File: src/rtl/gost_pkg.sv
// Shared definitions for the Magma (GOST R 34.12-2015) block cipher datapaths.
//   state_e    : control FSM states of the iterative cores
//   PI         : Magma S-box, PI[i][v] substitutes nibble i holding value v
//   BLOCK_W    : cipher block width (64)
//   KEY_W      : key width (256)
//   ROUNDS     : Feistel round count (32)
//   key_idx()  : round-key index for decryption round r
package gost_pkg;

  localparam int unsigned BLOCK_W = 64;
  localparam int unsigned KEY_W   = 256;
  localparam int unsigned ROUNDS  = 32;

  localparam logic [4:0] LastRound = 5'(ROUNDS - 1);

  typedef enum logic [1:0] {
    StIdle,
    StRun,
    StDone
  } state_e;

  localparam logic [3:0] PI [0:7][0:15] = '{
    '{4'hc, 4'h4, 4'h6, 4'h2, 4'ha, 4'h5, 4'hb, 4'h9,
      4'he, 4'h8, 4'hd, 4'h7, 4'h0, 4'h3, 4'hf, 4'h1},
    '{4'h6, 4'h8, 4'h2, 4'h3, 4'h9, 4'ha, 4'h5, 4'hc,
      4'h1, 4'he, 4'h4, 4'h7, 4'hb, 4'hd, 4'h0, 4'hf},
    '{4'hb, 4'h3, 4'h5, 4'h8, 4'h2, 4'hf, 4'ha, 4'hd,
      4'he, 4'h1, 4'h7, 4'h4, 4'hc, 4'h9, 4'h6, 4'h0},
    '{4'hc, 4'h8, 4'h2, 4'h1, 4'hd, 4'h4, 4'hf, 4'h6,
      4'h7, 4'h0, 4'ha, 4'h5, 4'h3, 4'he, 4'h9, 4'hb},
    '{4'h7, 4'hf, 4'h5, 4'ha, 4'h8, 4'h1, 4'h6, 4'hd,
      4'h0, 4'h9, 4'h3, 4'he, 4'hb, 4'h4, 4'h2, 4'hc},
    '{4'h5, 4'hd, 4'hf, 4'h6, 4'h9, 4'h2, 4'hc, 4'ha,
      4'hb, 4'h7, 4'h8, 4'h1, 4'h4, 4'h3, 4'he, 4'h0},
    '{4'h8, 4'he, 4'h2, 4'h5, 4'h6, 4'h9, 4'h1, 4'hc,
      4'hf, 4'h4, 4'hb, 4'h0, 4'hd, 4'ha, 4'h3, 4'h7},
    '{4'h1, 4'h7, 4'he, 4'hd, 4'h0, 4'h5, 4'h8, 4'h3,
      4'h4, 4'hf, 4'ha, 4'h6, 4'h9, 4'hc, 4'hb, 4'h2}
  };

  // Decryption schedule: K1..K8 once, then K8..K1 three times (0-based index).
  function automatic logic [2:0] key_idx(input logic [4:0] r);
    return (r < 5'd8) ? r[2:0] : (3'd7 - r[2:0]);
  endfunction

endpackage

File: src/rtl/magma_g.sv
// Magma round function g(x, k) = ROL11(S(x + k mod 2^32)).
// Purely combinational.
//   x_i : 32-bit half-block
//   k_i : 32-bit round key
//   y_o : 32-bit result
module magma_g
  import gost_pkg::*;
(
  input  logic [31:0] x_i,
  input  logic [31:0] k_i,
  output logic [31:0] y_o
);

  logic [31:0] sum;
  logic [31:0] sub;

  always_comb begin
    sum = x_i + k_i;
    sub = '0;
    for (int unsigned i = 0; i < 8; i++) begin
      sub[4*i +: 4] = PI[i][sum[4*i +: 4]];
    end
    y_o = {sub[20:0], sub[31:21]};
  end

endmodule

File: src/rtl/gost_decrypt_iter.sv
// Iterative Magma block decryptor, one Feistel round per clock.
// Accepts a ciphertext on the AXI-Stream slave, runs 32 rounds with the
// decryption key schedule and holds the plaintext on the AXI-Stream master.
//   clk, rst_n       : clock, asynchronous active-low reset
//   key              : 256-bit key, K1 = key[255:224] .. K8 = key[31:0]
//   s_axis_*         : ciphertext input stream (tdata[63:32] = a1)
//   m_axis_*         : plaintext output stream
module gost_decrypt_iter
  import gost_pkg::*;
(
  input  logic               clk,
  input  logic               rst_n,
  input  logic [KEY_W-1:0]   key,
  input  logic [BLOCK_W-1:0] s_axis_tdata,
  input  logic               s_axis_tvalid,
  output logic               s_axis_tready,
  output logic [BLOCK_W-1:0] m_axis_tdata,
  output logic               m_axis_tvalid,
  input  logic               m_axis_tready
);

  state_e             state_q, state_d;
  logic [4:0]         r_q, r_d;
  logic [31:0]        hi_q, hi_d;
  logic [31:0]        lo_q, lo_d;
  logic [KEY_W-1:0]   key_q, key_d;
  logic [BLOCK_W-1:0] tdata_q, tdata_d;
  logic               tvalid_q, tvalid_d;

  logic [2:0]  k_idx;
  logic [31:0] round_key;
  logic [31:0] g_out;
  logic [31:0] feistel;
  logic        in_xfer;

  // K1 sits in the top word, so index i selects word (7 - i).
  always_comb begin
    k_idx     = key_idx(r_q);
    round_key = key_q[{3'd7 - k_idx, 5'd0} +: 32];
  end

  magma_g u_magma_g (
    .x_i (lo_q),
    .k_i (round_key),
    .y_o (g_out)
  );

  assign feistel = g_out ^ hi_q;

  // Ready in DONE only when the held result leaves this cycle, giving the
  // overlapped accept that keeps back-to-back blocks 33 cycles apart.
  assign s_axis_tready = (state_q == StIdle) || ((state_q == StDone) && m_axis_tready);
  assign in_xfer       = s_axis_tvalid && s_axis_tready;

  always_comb begin
    state_d  = state_q;
    r_d      = r_q;
    hi_d     = hi_q;
    lo_d     = lo_q;
    key_d    = key_q;
    tdata_d  = tdata_q;
    tvalid_d = tvalid_q;

    unique case (state_q)
      StIdle: begin
        if (in_xfer) begin
          hi_d    = s_axis_tdata[63:32];
          lo_d    = s_axis_tdata[31:0];
          key_d   = key;
          r_d     = '0;
          state_d = StRun;
        end
      end
      StRun: begin
        if (r_q == LastRound) begin
          // Final round has no half swap.
          tdata_d  = {feistel, lo_q};
          tvalid_d = 1'b1;
          state_d  = StDone;
        end else begin
          hi_d = lo_q;
          lo_d = feistel;
          r_d  = r_q + 5'd1;
        end
      end
      StDone: begin
        if (m_axis_tready) begin
          tvalid_d = 1'b0;
          state_d  = StIdle;
          if (s_axis_tvalid) begin
            hi_d    = s_axis_tdata[63:32];
            lo_d    = s_axis_tdata[31:0];
            key_d   = key;
            r_d     = '0;
            state_d = StRun;
          end
        end
      end
      default: begin
        state_d = StIdle;
      end
    endcase
  end

  always_ff @(posedge clk or negedge rst_n) begin
    if (!rst_n) begin
      state_q  <= StIdle;
      r_q      <= '0;
      hi_q     <= '0;
      lo_q     <= '0;
      key_q    <= '0;
      tdata_q  <= '0;
      tvalid_q <= 1'b0;
    end else begin
      state_q  <= state_d;
      r_q      <= r_d;
      hi_q     <= hi_d;
      lo_q     <= lo_d;
      key_q    <= key_d;
      tdata_q  <= tdata_d;
      tvalid_q <= tvalid_d;
    end
  end

  assign m_axis_tdata  = tdata_q;
  assign m_axis_tvalid = tvalid_q;

endmodule

File: config.mk
export PLATFORM = sky130hd
export DESIGN_NAME = gost_decrypt_iter
export DESIGN_NICKNAME = d
export VERILOG_FILES = /design/src/rtl/gost_pkg.sv /design/src/rtl/magma_g.sv /design/src/rtl/gost_decrypt_iter.sv
export SDC_FILE = /design/constraint.sdc
export NUM_CORES = 1
export LEC_CHECK = 0
export CORE_MARGIN = 10
export CORE_UTILIZATION = 54
export CTS_CLUSTER_DIAMETER = 150
export DETAILED_ROUTE_END_ITERATION = 16
export PLACE_DENSITY_LB_ADDON = 0.12
export SLEW_MARGIN = 10
export SYNTH_ARGS = -nofsm -noshare
export SYNTH_HDL_FRONTEND = slang
export SYNTH_HIERARCHICAL = 1
export SYNTH_SLANG_ARGS = --single-unit
File: constraint.sdc
create_clock -name clk -period 7.55 [get_ports clk]
set_input_delay 0.755 -clock clk [delete_from_list [all_inputs] [get_ports clk]]
set_output_delay 0.755 -clock clk [all_outputs]
set_load 0.1 [all_outputs]
# [Word-level counts from Yosys, hierarchy flattened]
# Memory sizes are Yosys's and may differ from the RTL's.
# Cells that the tools add are included.
# W data, S select, Z words.
[classes] addsub=4 n_lt_le_gt_ge=9 eq_ne=8 shift=1 n_mux=44 bitwise=9 n_reduce_logical=12
[ops] operator="$mux W256" n=3
[ops] operator="$pmux W256 S2" n=1
[ops] operator="$mux W32" n=8
[ops] operator="$shiftx A256 B9 Y32" n=1
[ops] operator="$pmux W32 S3" n=2
[ops] operator="$mux W4" n=16
[ops] operator="$ge A5 B5 Y1 const B" n=8
[ops] operator="$not A4 Y5" n=8
[ops] operator="$add A32 B32 Y32" n=1
[ops] operator="$xor A32 B32 Y32" n=1
[ops] operator="$mux W5" n=4
[ops] operator="$pmux W5 S3" n=1
[ops] operator="$ne A2 B2 Y1 const B" n=5
[ops] operator="$mux W2" n=3
[ops] operator="$pmux W2 S3" n=1
[ops] operator="$reduce_and A3 Y1" n=2
[ops] operator="$sub A3 B3 Y3 const A" n=2
[ops] operator="$add A5 B1 Y5 const B" n=1
[ops] operator="$eq A5 B5 Y1 const B" n=1
[ops] operator="$lt A5 B4 Y1 const B" n=1
[ops] operator="$reduce_and A5 Y1" n=1
[ops] operator="$reduce_and A4 Y1" n=1
[ops] operator="$reduce_bool A2 Y1" n=2
[ops] operator="$mux W1" n=3
[ops] operator="other kinds (9)" n=10
[word_totals] register_bits=392 romBits=512 in_bits=324 elab_cells=102 n_memories=8
[mem_list] name="(no name shown)" depth=16 word_bits=4 read_ports=1 rd_clocked_by_memory_dff=0 write_ports=0 line="magma_g.sv:21" source="sub[4*i +: 4] = PI[i][sum[4*i +: 4]];"
[mem_list] name="(no name shown)" depth=16 word_bits=4 read_ports=1 rd_clocked_by_memory_dff=0 write_ports=0 line="magma_g.sv:21"
[mem_list] name="(no name shown)" depth=16 word_bits=4 read_ports=1 rd_clocked_by_memory_dff=0 write_ports=0 line="magma_g.sv:21"
[mem_list] name="(no name shown)" depth=16 word_bits=4 read_ports=1 rd_clocked_by_memory_dff=0 write_ports=0 line="magma_g.sv:21"
[mem_list] name="(no name shown)" depth=16 word_bits=4 read_ports=1 rd_clocked_by_memory_dff=0 write_ports=0 line="magma_g.sv:21"
[mem_list] name="(no name shown)" depth=16 word_bits=4 read_ports=1 rd_clocked_by_memory_dff=0 write_ports=0 line="magma_g.sv:21"
[mem_list] name="+2 memories"

# [Depth between registers and ports, before layout]
# Gate-level depths: netlist (run 1).
[logic_depth] ltp_word=12 ltp_mapped=27 ltp_nobuf=24

# [Modules after synthesis]
# The synthesis (run 1) kept the hierarchy.
[by_module_without_submodules] module="gost_decrypt_iter" n_inst=1 cells_per_inst=1512 area_each_um2=19586.3 seq_area_each_um2=9809.4
[by_module_without_submodules] module="magma_g" n_inst=1 cells_per_inst=400 area_each_um2=3081.7 seq_area_each_um2=0.0

# [Worst setup path after synthesis (run 1)]
# OpenSTA, ideal clock, no wires.
[synth_path] kind="reg-to-reg" startpoint="register r_q[3]" endpoint="register lo_q[7]" setup_time_ps=132 t_arrival_ps=5185 path_slack_ps=2233 stages_incl_launch_ff=25 n_path_buf=3 cell_sequence="dfrtp_1 > nor2_2 > buf_6 > buf_6 > buf_4 > mux4_2 > o22ai_1 > nor2_1 > ha_1 > a21o_1 > a21oi_2 > a21boi_1 > a221oi_2 > o21bai_1 > a221oi_2 > o21ai_2 > a211oi_2 > inv_2 > ha_1 > or2_2 > mux4_2 > xnor2_1 > nand2_1 > o21ai_0 > o21ai_1"
[synth_between] elab_chain_len=12 word_cells_on_any_way=15 classes_between="add/sub (2); order compare (1); eq/ne (2); shift (1); mux (5); bitwise (2); reduce/logical (1); memory (1)"
[synth_lines] element="from (decl)" line="gost_decrypt_iter.sv:23" source="logic [4:0] r_q, r_d;"
[synth_lines] element="from (signal assigned)" line="gost_decrypt_iter.sv:116" source="r_q <= r_d;"
[synth_lines] element="$lt A5 B4 Y1" line="gost_pkg.sv:43" source="return (r < 5'd8) ? r[2:0] : (3'd7 - r[2:0]);"
[synth_lines] element="$mux W3" line="gost_pkg.sv:43"
[synth_lines] element="$sub A3 B3 Y3" line="gost_decrypt_iter.sv:39" source="round_key = key_q[{3'd7 - k_idx, 5'd0} +: 32];"
[synth_lines] element="$shiftx A256 B9 Y32" line="gost_decrypt_iter.sv:39"
[synth_lines] element="net round_key[3]" line="gost_decrypt_iter.sv:31" source="logic [31:0] round_key;"
[synth_lines] element="$add A32 B32 Y32" line="magma_g.sv:18" source="sum = x_i + k_i;"
[synth_lines] element="$not A4 Y5 (not written as such)" line="magma_g.sv:21"
[synth_lines] element="$mem_v2 Z16 W4"
[synth_lines] element="$mux W4 (not written as such) (2 in series)" line="magma_g.sv:21"
[synth_lines] element="net g_out[7]" line="gost_decrypt_iter.sv:32" source="logic [31:0] g_out;"
[synth_lines] element="$xor A32 B32 Y32" line="gost_decrypt_iter.sv:48" source="assign feistel = g_out ^ hi_q;"
[synth_lines] element="$mux W32" line="gost_decrypt_iter.sv:75" source="if (r_q == LastRound) begin"
[synth_lines] element="$pmux W32 S3" line="gost_decrypt_iter.sv:64" source="unique case (state_q)"
[synth_lines] element="to (signal assigned)" line="gost_decrypt_iter.sv:118" source="lo_q <= lo_d;"
[synth_lines] element="to (decl)" line="gost_decrypt_iter.sv:25" source="logic [31:0] lo_q, lo_d;"
# The timed path passes the listed nets, and every way through them passes these cells. The select of a mux whose other input is x is not followed.
# A chain may end at the register's enable or synchronous reset.

# [Worst setup path in the final report (run 1)]
[layout_path] startpoint="register r_q[2]" endpoint="register lo_q[7]"
[layout_between] elab_chain_len=12 word_cells_on_any_way=16 classes_between="add/sub (3); order compare (1); eq/ne (2); shift (1); mux (5); bitwise (2); reduce/logical (1); memory (1)"
[layout_lines] element="$lt A5 B4 Y1 / $sub A3 B3 Y3 (equally long branches)" line="gost_pkg.sv:43"
[layout_lines] element="$mux W3 (*)" line="gost_pkg.sv:43"
[layout_lines] element="$sub A3 B3 Y3 (*)" line="gost_decrypt_iter.sv:39"
[layout_lines] element="$shiftx A256 B9 Y32 (*)" line="gost_decrypt_iter.sv:39"
[layout_lines] element="net round_key[3]" line="gost_decrypt_iter.sv:31"
[layout_lines] element="$add A32 B32 Y32 (*)" line="magma_g.sv:18"
[layout_lines] element="$not A4 Y5 (not written as such) (*)" line="magma_g.sv:21"
[layout_lines] element="$mem_v2 Z16 W4 (*)"
[layout_lines] element="$mux W4 (not written as such) (*) (2 in series)" line="magma_g.sv:21"
[layout_lines] element="net g_out[7]" line="gost_decrypt_iter.sv:32"
[layout_lines] element="$xor A32 B32 Y32 (*)" line="gost_decrypt_iter.sv:48"
[layout_lines] element="$mux W32 (*)" line="gost_decrypt_iter.sv:75"
[layout_lines] element="$pmux W32 S3 (*)" line="gost_decrypt_iter.sv:64"
# Mark *: on every way through the listed nets, which the timed path passes. The rest lies on a longest branch. The select of a mux whose other input is x is not followed.

==> results of run 1 <==
-- placed cells by master, fill, tap and decap left out, types with 4 or more instances in the layout --
master           synthesis  layout
and3_1                  10       9
xor2_1                  12      12
a31oi_1                  5       4
clkdlybuf4s50_1          0     388
nor2_1                  71      71
o22ai_1                 64      64
clkbuf_16                0      44
nand2_1                153     152
a21o_1                  15      15
clkbuf_1                31      13
mux4_2                  74      74
nand3_1                 10       9
clkinv_2                 0       7
nand2b_1                 7       7
or2_2                    4       4
o21ai_1                 55      54
nor3_1                  12      11
o21ai_0                 97      97
ha_1                    68      68
mux2i_1                 75      75
mux2_2                  96      96
mux2_1                 257     257
a211oi_2                10      10
and2_1                   4       4
clkbuf_8                 0       7
a221o_1                 31      31
a21oi_1                 34      34
bufinv_16                0       5
xnor2_1                 53      53
nor2b_1                 32      31
buf_4                   12      13
o21a_1                   5       5
dfrtp_1                392     390
a211oi_1                28      28
buf_12                   0       5
inv_1                   43      43
o21bai_1                 5       5
diode_2                  0       4
-- metal layers --
metal / up-vias / wire length [microns] / track usage [%] / part of all wire [%]
li1: 7704 / - / - / -
met1: 8515 / 27500 / 33.3 / 41
met2: 533 / 33000 / 43.6 / 49
met3: 121 / 4330 / 5.67 / 6.5
met4: 4 / 2150 / 8.95 / 3.2
met5: - / 27 / 1.11 / 0.040
-- path summary, 6_finish.rpt --
check                            startpoint                to  slack, ns
min reg2reg                m_axis_tdata[61]  m_axis_tdata[61]       0.48
min                                   rst_n  m_axis_tdata[14]        0.1
max reg2reg                          r_q[2]           lo_q[7]       0.93
min in group clk           m_axis_tdata[61]  m_axis_tdata[61]       0.48
max in group asynchronous             rst_n            r_q[1]       5.89
max                                  r_q[2]           lo_q[7]       0.93
-- worst max-delay path: cells and delay by family (launching register included) --
| family | cells | cell delay (ns) |
|---|---|---|
| XOR/XNOR | 1 | 0.18 |
| adder cells (fa/ha/maj) | 2 | 0.57 |
| buffers and inverters | 1 | 0.11 |
| flip-flops | 1 | 0.61 |
| multiplexers | 1 | 0.48 |
| AO/OA/AOI/OAI | 11 | 2.85 |
| AND/OR/NAND/NOR | 5 | 1.65 |
-- kinds of logic (layout without fill, tap and decap cells) --
kind of cell	after synthesis	in the layout	synth area share (%)
compound gates	388	388	11.3
flops	392	392	43.3
fa+ha+maj	69	69	3.84
mux	502	502	28.2
other cells	0	4	0
simple gates	324	324	6.53
buf+inv	170	534	4.11
xor+xnor	67	67	2.70
-- sequential cells by signal (all words and copies together), names as in the netlist --
signal         flops
lo_q              32
m_axis_tdata      64
r_q                5
state_q            2
m_axis_tvalid      1
hi_q              32
key_q            256
-- through the flow --
step	util, %	cells	cell area (sq um)	setup WS [ns]
after global placement	64.0	2732	26700	1.18
final	67.7	2819	28300	0.927
after global routing	67.7	2819	28300	0.576
after floorplan	-	1912	22700	2.23
after detailed placement	64.0	2732	26700	1.00
after CTS	67.6	2814	28200	0.946
-- synthesized netlist by cell type (4+ instances only) --
library cell / number / area (sq um)
a211oi_1: 28 / 210
a211oi_2: 10 / 125
a21o_1: 15 / 113
a21oi_1: 34 / 170
a221o_1: 31 / 310
a31oi_1: 5 / 31.3
and2_1: 4 / 25.0
and3_1: 10 / 62.6
buf_2: 55 / 275
buf_4: 12 / 90.1
buf_6: 23 / 259
clkbuf_1: 31 / 116
dfrtp_1: 392 / 9810
ha_1: 68 / 851
inv_1: 43 / 161
mux2_1: 257 / 2890
mux2_2: 96 / 1080
mux2i_1: 75 / 751
mux4_2: 74 / 1670
nand2_1: 153 / 574
nand2b_1: 7 / 43.8
nand3_1: 10 / 50.1
nor2_1: 71 / 267
nor2b_1: 32 / 200
nor3_1: 12 / 60.1
o21a_1: 5 / 37.5
o21ai_0: 97 / 485
o21ai_1: 55 / 275
o21bai_1: 5 / 37.5
o22ai_1: 64 / 400
or2_2: 4 / 25.0
or3_1: 4 / 25.0
xnor2_1: 53 / 464
xor2_1: 12 / 105
-- area by class of cell --
type / instances / area [sq um] / share of cell area [%]
timing repair buffer: 408 / 4120 / 14.6
antenna: 4 / 10.0 / 0.0354
inverter: 44 / 165 / 0.584
clock buffer: 64 / 1250 / 4.41
sequential: 392 / 9810 / 34.7
tap: 539 / 674 / 2.38
clock inverter: 18 / 254 / 0.898
multi-input combinational: 1350 / 12000 / 42.4
==> impl_metrics.py, run 1 <==
metrics = {
    "timing": {
        "hold_ws_ns": 0.0993,
        "maxSlewViolCount": 0,
        "finalSetupViolations": 0,
        "max_freq_mhz": 151,
        "skew_ns": 0.0334,
        "max_slew_margin_pct": 19.4,
        "worstMarginPinSlew_ns": 1.20,
        "rsz0062_at_grt": "false",
        "finalHoldViolCount": 0,
        "period_needed_ns": 6.62,
        "setup_tns_ns": 0,
        "period_share_pct": 87.7,
    },
    "logic_synthesis": {
        "synth.distinct_cells": 81,
        "async_flop_share_pct": 100,
        "synth_cells": 1912,
        "ys_seq_area_share_pct": 43.3,
        "synth_edf_count": 0,
        "syn_area_sq_um": 22700,
        "synth_flop_cell": "dfrtp_1",
        "ys_seq_elements": 392,
        "synthesis.nets": 2305,
        "yosys_warnings": 6,
        "synth.avg_cell_area_sq_um": 11.9,
    },
    "place": {
        "gp_congestion": 0.937,
        "io_buffers": 389,
        "place_hpwl_mm": 49.1,
    },
    "layout": {
        "area.growth.synth_to_final_pct": 24.7,
        "fillers": 3125,
        "drive_above_1_share_pct": 13.4,
        "fin_nets": 2633,
    },
    "die": {
        "core_sq_um": 41800,
        "die_area_sq_um": 50600,
        "die_h_microns": 225,
        "start_util_pct": 54.3,
        "fp.dieW_microns": 225,
        "pin_count": 390,
        "row_count": 75,
    },
    "detailed_routing": {
        "post-route-drc-count": 0,
        "via_count": 16900,
        "first_pass_iters": 7,
        "ant_nets": 0,
        "viasPerCell": 5.99,
        "initialDrtViolationCount": 1402,
        "wirelength_mm": 67.0,
        "wl_per_cell_microns": 23.8,
    },
    "critical_path": {
        "startpoint_type": "flip-flop",
        "crit_path_end_kind": "flip-flop",
        "slowest_delay_ns": 0.79,
        "ff2ff_path_depth": 21,
        "crit_path_cell_trace": "or3_2 -> nand3_2 -> o22ai_1 -> nor2_1 -> ha_1 -> a21o_1 -> a21oi_2 -> a21boi_1 -> a221oi_2 -> o21bai_1 -> a221oi_2 -> o21ai_2 -> a211oi_2 -> inv_2 -> ha_1 -> or2_2 -> mux4_2 -> xnor2_1 -> nand2_1 -> o21ai_0 -> o21ai_1",
        "crit_fanout": 31,
        "criticalPathCategory": "reg2reg",
        "required_ns": 8.00,
        "slowest_stage": "nand3_2",
        "arrival_ns": 7.08,
    },
    "clocking": {
        "htree_num_levels": 2,
        "cts-root-buf": "clkbuf_16",
        "ctsResizeCount": 0,
        "cts.sinks": 392,
        "cts_hold_buf": 0,
        "numCtsBuffers": 44,
        "cts_buffer_depth": 3,
        "post_cts_buffers": 0,
        "cts_tree": "done",
        "insertion_delay_ns": 0.60,
        "clk_pin_slew_ns": 0.06,
    },
    "min_path": {
        "min_path_type": "in2async",
    },
    "grt": {
        "grt.overflow.total": 0,
        "antenna_found_initial": 6,
        "grt_pass1_vias": 17400,
        "track_usage_pct": 26.3,
        "grt_max_degree": 184,
        "grt_pass1_wl_mm": 103,
    },
    "job": {
        "maxCapViolCount": 0,
    },
    "run_status": {
        "outcome": "finished clean",
    },
}
Power of run 1 is left out: the tool's default activity adds up to more than one toggle a clock period on the data nets, which glitch-free logic cannot reach.
==> run 2: changes to the inputs <==
Settings changed: HOLD_SLACK_MARGIN set to 0.15.
==> run 2 against run 1 <==
- final area barely moved
- utilization hardly changed
- register-to-register slack improved by 0.02 ns
- global-route usage about the same
- setup slack improved by 0.015 ns
- fmax grew 0.23%
- first-iteration DRC count shrank 2.0%
==> impl_metrics.py, run 2 (synthesized netlist as in run 1, its figures left out) <==
metrics = {
    "grt": {
        "track_usage_pct": 26.3,
        "grt_max_degree": 184,
        "grt_pass1_vias": 17500,
        "grt.overflow.total": 0,
        "grt_pass1_wl_mm": 103,
        "antenna_found_initial": 6,
    },
    "detailed_routing": {
        "viasPerCell": 6.00,
        "wirelength_mm": 67.0,
        "initialDrtViolationCount": 1374,
        "first_pass_iters": 5,
        "wl_per_cell_microns": 23.8,
        "ant_nets": 0,
        "via_count": 16900,
        "post-route-drc-count": 0,
    },
    "place": {
        "io_buffers": 389,
        "post-place-cells": 2732,
        "gp_congestion": 0.937,
        "place_hpwl_mm": 49.1,
    },
    "run_status": {
        "outcome": "finished clean",
    },
    "critical_path": {
        "r2r_start": "r_q[2]",
        "crit_path_end_kind": "flip-flop",
        "crit_start": "r_q[2]",
        "criticalPathCategory": "reg2reg",
        "arrival_ns": 7.06,
        "startpoint_type": "flip-flop",
        "required_ns": 8.00,
        "crit_fanout": 31,
    },
    "layout": {
        "fillers": 3124,
        "final_cell_mix": "dfrtp_1, clkdlybuf4s50_1, mux2_1",
        "drive_above_1_share_pct": 13.4,
        "register_area_sq_um": 9810,
        "final_common_cell": "dfrtp_1",
        "largest_register_ffs": 256,
        "area.growth.synth_to_final_pct": 24.8,
        "finalNonFillerCells": 2820,
        "top_register": "key_q",
        "multi_input_area_sq_um": 12000,
        "fin_nets": 2634,
    },
    "clocking": {
        "clk_pin_slew_ns": 0.06,
        "numCtsBuffers": 44,
        "cts-root-buf": "clkbuf_16",
        "htree_num_levels": 2,
        "cts_buffer_depth": 3,
        "cts.sinks": 392,
        "cts_tree": "done",
        "ctsResizeCount": 0,
        "insertion_delay_ns": 0.60,
    },
    "timing": {
        "finalHoldViolCount": 0,
        "worstMarginPinSlew_ns": 1.20,
        "period_needed_ns": 6.61,
        "max_freq_mhz": 151,
        "period_share_pct": 87.5,
        "rsz0062_at_grt": "false",
        "maxSlewViolCount": 0,
        "skew_ns": 0.0343,
        "setup_tns_ns": 0,
        "finalSetupViolations": 0,
        "max_slew_margin_pct": 19.6,
    },
    "die": {
        "die_h_microns": 225,
        "row_count": 75,
        "start_util_pct": 54.3,
        "pin_count": 390,
        "die_area_sq_um": 50600,
        "fp.dieW_microns": 225,
        "core_sq_um": 41800,
    },
    "min_path": {
        "min_path_type": "reg2reg",
        "min-delay-start": "m_axis_tdata[61]",
    },
    "job": {
        "maxCapViolCount": 0,
    },
}
-- run 2: routing by layer --
metal | share of wire, % | wire (microns) | global-route usage, %
met5 | 0.034 | 23 | 1.11
met4 | 3.2 | 2110 | 8.95
met3 | 6.9 | 4650 | 5.67
met2 | 49 | 33000 | 43.7
met1 | 41 | 27200 | 33.3
-- run 2: critical path, cell delays in order, from the launching register on --
cell and delay, ns:
dfrtp_1 0.53, or3_2 0.73, nand3_2 0.71, o22ai_1 0.21
nor2_1 0.37, ha_1 0.37, a21oi_1 0.21, nand2_1 0.09
a221oi_2 0.44, o21bai_1 0.19, a221oi_2 0.39, o21ai_2 0.17
a211oi_2 0.51, inv_2 0.11, ha_1 0.20, or2_2 0.29
mux4_2 0.48, xnor2_1 0.18, nand2_1 0.07, o21ai_0 0.12
o21ai_1 0.08
-- run 2: final timing paths --
path                                    endpoint  depth (start not counted)  slack, ns
worst max-delay path                     lo_q[7]                         20       0.94
worst min register to register  m_axis_tdata[61]                          2       0.48
worst max register to register           lo_q[7]                         20       0.94
min in group asynchronous       m_axis_tdata[14]                          2       0.70
max in group asynchronous                 r_q[1]                          3       5.28
worst min-delay path            m_axis_tdata[61]                          2       0.48
-- run 2: stage by stage --
step / utilization, % / worst slack, ns / hold slack, ns / cell area (sq um)
floorplan: - / 2.23 / 0.459 / 22700
global placement: 64.0 / 1.18 / 0.460 / 26700
detailed placement: 64.0 / 1.00 / 0.472 / 26700
CTS: 67.6 / 0.946 / 0.485 / 28200
global route: 67.7 / 0.576 / 0.509 / 28300
finish: 67.7 / 0.942 / 0.482 / 28300
-- run 2: what timing repair did --
item	4_1_cts	5_1_grt
buffers inserted	0	0
hold buffers	1	0
endpoints found under the hold margin	38	0
setup endpoints to repair	0	0
-- run 2: area by class of cell --
class	count	area share (%)
multi-input cells	1350	42.4
flip-flops and latches	392	34.7
repair buffers	409	14.6
clock buffers	64	4.41
well taps	539	2.38
clock inverters	18	0.898
inverters	44	0.584
diodes	4	0.0354
Power of run 2 is left out for the same reason.
